[src/rtl/diffeq_pkg.sv]
// Shared FSM state encoding and saturation bound helpers for the fixed-point ODE solver.
package diffeq_pkg;

  typedef enum logic [2:0] {
    IDLE = 3'd0,
    C1   = 3'd1,
    C2   = 3'd2,
    C3   = 3'd3,
    C4   = 3'd4,
    DONE = 3'd5
  } state_t;

  function automatic longint sat_max(input int w);
    return (longint'(1) <<< (w - 1)) - longint'(1);
  endfunction

  function automatic longint sat_min(input int w);
    return -(longint'(1) <<< (w - 1));
  endfunction

endpackage

[src/rtl/diffeq_solver_fx_mul.sv]
// fx_mul_sat: signed fixed-point multiply, floor shift by FRAC, saturate to WIDTH bits.
// Purely combinational; sat flags that the result was clipped.
module fx_mul_sat
  import diffeq_pkg::*;
#(
  parameter int WIDTH = 16,
  parameter int FRAC  = 8
) (
  input  logic signed [WIDTH-1:0] a,
  input  logic signed [WIDTH-1:0] b,
  output logic signed [WIDTH-1:0] p,
  output logic                    sat
);

  localparam int PW = 2 * WIDTH;
  localparam logic signed [PW-1:0] PMAX = PW'(sat_max(WIDTH));
  localparam logic signed [PW-1:0] PMIN = PW'(sat_min(WIDTH));

  logic signed [PW-1:0] ae, be, prod, shr;

  assign ae   = {{WIDTH{a[WIDTH-1]}}, a};
  assign be   = {{WIDTH{b[WIDTH-1]}}, b};
  assign prod = ae * be;
  assign shr  = prod >>> FRAC;

  always_comb begin
    sat = 1'b0;
    p   = shr[WIDTH-1:0];
    if (shr > PMAX) begin
      sat = 1'b1;
      p   = PMAX[WIDTH-1:0];
    end else if (shr < PMIN) begin
      sat = 1'b1;
      p   = PMIN[WIDTH-1:0];
    end
  end

endmodule

[src/rtl/diffeq_solver_fx.sv]
// Forward-Euler solver for y'' + 3xy' + 3y = 0 in saturating fixed point.
// One iteration every four cycles (C1..C4), two shared multipliers, abortable.
module diffeq_solver_fx
  import diffeq_pkg::*;
#(
  parameter int WIDTH    = 16,
  parameter int FRAC     = 8,
  parameter int MAX_ITER = 255,
  parameter int CNT_W    = $clog2(MAX_ITER + 1)
) (
  input  logic                    clk,
  input  logic                    reset,
  input  logic                    start,
  input  logic                    abort,
  input  logic signed [WIDTH-1:0] x0,
  input  logic signed [WIDTH-1:0] y0,
  input  logic signed [WIDTH-1:0] u0,
  input  logic signed [WIDTH-1:0] dx,
  input  logic signed [WIDTH-1:0] a,
  output logic signed [WIDTH-1:0] x_out,
  output logic signed [WIDTH-1:0] y_out,
  output logic signed [WIDTH-1:0] u_out,
  output logic [CNT_W-1:0]        iter_count,
  output logic                    busy,
  output logic                    done,
  output logic                    ovf,
  output logic                    limit_hit
);

  localparam int EW = WIDTH + 2;
  localparam logic signed [EW-1:0] SMAX = EW'(sat_max(WIDTH));
  localparam logic signed [EW-1:0] SMIN = EW'(sat_min(WIDTH));

  function automatic logic signed [EW-1:0] ext(input logic signed [WIDTH-1:0] v);
    return {{2{v[WIDTH-1]}}, v};
  endfunction

  function automatic logic signed [WIDTH-1:0] clip(input logic signed [EW-1:0] v);
    if (v > SMAX) return SMAX[WIDTH-1:0];
    if (v < SMIN) return SMIN[WIDTH-1:0];
    return v[WIDTH-1:0];
  endfunction

  function automatic logic clipped(input logic signed [EW-1:0] v);
    return (v > SMAX) || (v < SMIN);
  endfunction

  state_t state, state_nxt;

  logic signed [WIDTH-1:0] x, y, u, dx_r, a_r;
  logic signed [WIDTH-1:0] p1, t1, xn, p3, p4, p5, yn;
  logic [CNT_W-1:0]        cnt;

  logic signed [WIDTH-1:0] ma_a, ma_b, mb_a, mb_b, ma_p, mb_p;
  logic                    ma_sat, mb_sat;
  logic signed [EW-1:0]    xn_raw, t1_raw, yn_raw, um_raw, un_raw;
  logic [CNT_W-1:0]        cnt_nxt;
  logic                    cont_x, cnt_ok;

  // Operand steering: multiplier A serves C1/C2/C3, multiplier B only C2.
  always_comb begin
    ma_a = u;
    ma_b = dx_r;
    mb_a = t1;
    mb_b = y;
    case (state)
      C2:      begin ma_a = t1; ma_b = u; end
      C3:      begin ma_a = p3; ma_b = x; end
      default: ;
    endcase
  end

  fx_mul_sat #(.WIDTH(WIDTH), .FRAC(FRAC)) u_mul_a (
    .a(ma_a), .b(ma_b), .p(ma_p), .sat(ma_sat)
  );

  fx_mul_sat #(.WIDTH(WIDTH), .FRAC(FRAC)) u_mul_b (
    .a(mb_a), .b(mb_b), .p(mb_p), .sat(mb_sat)
  );

  assign xn_raw  = ext(x) + ext(dx_r);
  assign t1_raw  = ext(dx_r) + (ext(dx_r) <<< 1);
  assign yn_raw  = ext(y) + ext(p1);
  assign um_raw  = ext(u) - ext(p5);
  assign un_raw  = ext(clip(um_raw)) - ext(p4);
  assign cnt_nxt = cnt + CNT_W'(1);
  assign cont_x  = xn < a_r;
  assign cnt_ok  = cnt_nxt < CNT_W'(MAX_ITER);

  always_ff @(posedge clk or posedge reset) begin
    if (reset) state <= IDLE;
    else       state <= state_nxt;
  end

  always_comb begin
    state_nxt = state;
    busy      = (state != IDLE);
    done      = (state == DONE);
    case (state)
      IDLE:    if (start) state_nxt = (x0 >= a) ? DONE : C1;
      C1:      state_nxt = abort ? IDLE : C2;
      C2:      state_nxt = abort ? IDLE : C3;
      C3:      state_nxt = abort ? IDLE : C4;
      C4:      state_nxt = abort ? IDLE : ((cont_x && cnt_ok) ? C1 : DONE);
      DONE:    state_nxt = IDLE;
      default: state_nxt = IDLE;
    endcase
  end

  always_ff @(posedge clk or posedge reset) begin
    if (reset) begin
      x <= '0; y <= '0; u <= '0; dx_r <= '0; a_r <= '0;
      p1 <= '0; t1 <= '0; xn <= '0; p3 <= '0; p4 <= '0; p5 <= '0; yn <= '0;
      cnt <= '0; ovf <= 1'b0; limit_hit <= 1'b0;
    end else begin
      case (state)
        IDLE: if (start) begin
          x <= x0; y <= y0; u <= u0; dx_r <= dx; a_r <= a;
          cnt <= '0; ovf <= 1'b0; limit_hit <= 1'b0;
        end
        C1: if (!abort) begin
          p1 <= ma_p;
          t1 <= clip(t1_raw);
          xn <= clip(xn_raw);
          if (ma_sat || clipped(t1_raw) || clipped(xn_raw)) ovf <= 1'b1;
        end
        C2: if (!abort) begin
          p3 <= ma_p;
          p4 <= mb_p;
          if (ma_sat || mb_sat) ovf <= 1'b1;
        end
        C3: if (!abort) begin
          p5 <= ma_p;
          yn <= clip(yn_raw);
          if (ma_sat || clipped(yn_raw)) ovf <= 1'b1;
        end
        C4: if (!abort) begin
          x   <= xn;
          y   <= yn;
          u   <= clip(un_raw);
          cnt <= cnt_nxt;
          if (clipped(um_raw) || clipped(un_raw)) ovf <= 1'b1;
          // Only a count exit while x is still short of the bound is a limit hit.
          if (cont_x && !cnt_ok) limit_hit <= 1'b1;
        end
        default: ;
      endcase
    end
  end

  assign x_out      = x;
  assign y_out      = y;
  assign u_out      = u;
  assign iter_count = cnt;

endmodule
[config.mk]
export PLATFORM = sky130hd
export DESIGN_NAME = diffeq_solver_fx
export DESIGN_NICKNAME = d
export VERILOG_FILES = /design/src/rtl/diffeq_pkg.sv /design/src/rtl/diffeq_solver_fx_mul.sv /design/src/rtl/diffeq_solver_fx.sv
export SDC_FILE = /design/constraint.sdc
export NUM_CORES = 2
export LEC_CHECK = 0
export CAP_MARGIN = 0
export CORE_AREA = 2 2 177 353
export CTS_CLUSTER_SIZE = 30
export DETAILED_ROUTE_END_ITERATION = 6
export DIE_AREA = 0 0 179 355
export GPL_TIMING_DRIVEN = 0
export PLACE_DENSITY = 0.71
export SYNTH_ARGS = -nofsm -noshare
export SYNTH_HDL_FRONTEND = slang
export SYNTH_SLANG_ARGS = --single-unit
[constraint.sdc]
create_clock -name clk -period 13.79 [get_ports clk]
set_input_delay 3.4475 -clock clk [delete_from_list [all_inputs] [get_ports clk]]
set_output_delay 3.4475 -clock clk [all_outputs]
set_load 0.03 [all_outputs]
==> flow_summary.yaml <==
outcome:
  status: "complete, but fails checks"
  violations: "capacitance limit, slew limit"
timing:
  fin_crit_ps: 11350
  max_freq_mhz: 88.1
  slew_viol_final: 8
  fin_setup_tns_ps: 0
  hold_viol: 0
  fin_ws_ps: 2440
  clock_skew_ps: 54.0
  slew-limit-headroom_pct: -2.14
  period_share_pct: 82.3
  setup_violations: 0
  rsz0062_at_grt: "false"
  tightest_slew_ps: 1530
clock_tree:
  clkSlewWorstSetupHoldPaths_ps: 70
  holdBufCountCts: 0
  h-tree-depth: 1
  ctsResizeCount: 0
  cts_tree: "built"
  cts_setup_buffers: 0
  cts_buffer_depth: 3
  cts-root-buf: "clkbuf_16"
  clock-sinks: 205
  clkLatencyLatePin_ps: 570
  cts_buffers: 20
logic_synthesis:
  yosysTopAreaCellShare_pct: 31.8
  ys_types: 83
  netlist_instances: 3802
  synth_async_sr_flop_share_pct: 100
  ys_seq_area_share_pct: 15.5
  synth_ff_type: "dfrtp_1"
  synth.area.top_cells: "fa_1, dfrtp_1, ha_1, inv_1, nand2_1"
  yosysTopAreaCell: "fa_1"
  synth-edff-count: 0
  netlist_area_um2: 33100
  yosysWarningCount: 0
  synth.ff_latch_count: 205
  synth_fp_nets: 4684
  synth_area_per_cell_um2: 8.72
detailed_routing:
  drc: 0
  drtIter0Drc: 1954
  wl_per_cell_um: 24.6
  via_per_inst: 5.89
  vias: 28050
  drt_pass1_iterations: 6
  routed_wl_um: 117000
  ant_nets: 0
final_layout:
  nets: 4849
  finish.instance_area_um2: 36300
  final_layout_size_suffix_gt1_share_pct: 2.76
  final_common_cell: "inv_1"
  mostFrequentLayoutCells: "inv_1, fa_1, nand2_1"
  syn_to_final_growth_pct: 9.44
global_route:
  grt_pass1_vias: 30194
  grt_antenna_before_repair: 10
  grtUsageTotal_pct: 38.6
  grt-ovfl-total: 0
  grt_first_pass_wirelength_um: 178000
  grt_max_degree: 124
floorplanning:
  die-area_um2: 63500
  initial_core_util_pct: 54.6
  die_w_um: 179
  row_count: 128
  fp.dieH_um: 355
  ios: 144
  core_area_um2: 60700
setup_path:
  worst_path_most_repeated_cell: "fa_1"
  path_delay_family: "adder cells"
  crit_fanout: 10
  cp-start-kind: "flop"
  crit_required_ps: 14160
  path_buf_inv: 8
  cp.arrival_ps: 11720
  worstSetupPathType: "flop to flop"
  worst_path_largest_cell_delay_ps: 1170
  worstSetupEndpointType: "flop"
  slowest_stage: "a21oi_1"
placed_design:
  placed_area_um2: 35600
  pre_cts_slack_ps: 2740
  hpwlAfterDp_um: 94300
  place_congestion: 1.05
  portBuffers: 142
run:
  maxCapViolations: 1
min_path:
  holdCritPathClass: "flop to flop"
layer usage:
| metal | up-vias | GRT usage (%) | share of wire [%] |
|---|---|---|---|
| met1 | 13787 | 36.8 | 30 |
| met3 | 649 | 9.93 | 7.6 |
| met5 | - | 0 | 0.056 |
| met4 | 10 | 38.6 | 13 |
| met2 | 1288 | 65.0 | 50 |
| li1 | 12316 | - | - |
worst register-to-register path, delay by kind of cell, from the launching register on:
kind | cells | cell delay, ps
AND/OR/NAND/NOR | 5 | 1310
XOR/XNOR | 1 | 160
multiplexers | 1 | 270
flip-flops | 1 | 590
buffers and inverters | 8 | 2090
AO/OA/AOI/OAI | 8 | 3220
adder cells (fa/ha/maj) | 7 | 3500
cell type report:
class	instances	area, µm²
fill	5606	24400
inverter	689	2590
tap	780	976
multi-input combinational	2752	24800
antenna	4	10.0
buffer	156	616
timing repair buffer	143	1450
clock inverter	9	144
sequential	205	5130
clock buffer	26	543
worst paths after layout:
| kind | depth (start not counted) | slack [ps] | endpoint | from |
|---|---|---|---|---|
| max | 30 | 2440 | p5[14] | state[0] |
| min reg2reg | 2 | 480 | a_r[3] | a_r[3] |
| min in group asynchronous | 2 | 3350 | iter_count[0] | reset |
| max reg2reg | 30 | 2440 | p5[14] | state[0] |
| max in group asynchronous | 3 | 9300 | y_out[7] | reset |
| min | 2 | 480 | a_r[3] | a_r[3] |
cell usage after synthesis (all sizes together), types with 63 or more instances:
| cell type | instances |
|---|---|
| a21o | 63 |
| a21oi | 166 |
| and2 | 109 |
| clkbuf | 144 |
| dfrtp | 205 |
| fa | 527 |
| ha | 271 |
| inv | 689 |
| nand2 | 490 |
| nor2 | 301 |
| o21ai | 211 |
| xnor2 | 86 |
cells by family after synthesis:
logic type	Yosys count	share of synthesized area [%]
AOI/OAI and AO/OA	639	11.9
and+or+nand+nor	1100	14.8
muxes	65	2.11
adders and majority gates	813	42.5
DFF	205	15.5
xor gates and xnor gates	135	3.57
buffers and inverters	845	9.66
through the flow:
stage                     hold WS, ps  instances  util [%]
final                             477       4764      59.8
after global routing              507       4760      59.7
after floorplan                   450       3802         -
after detailed placement          470       4725      58.6
after CTS                         484       4760      59.7
after global placement            462       4724      58.6
Power is left out: the tool's default activity adds up to more than one toggle a clock period on the data nets, which glitch-free logic cannot reach.
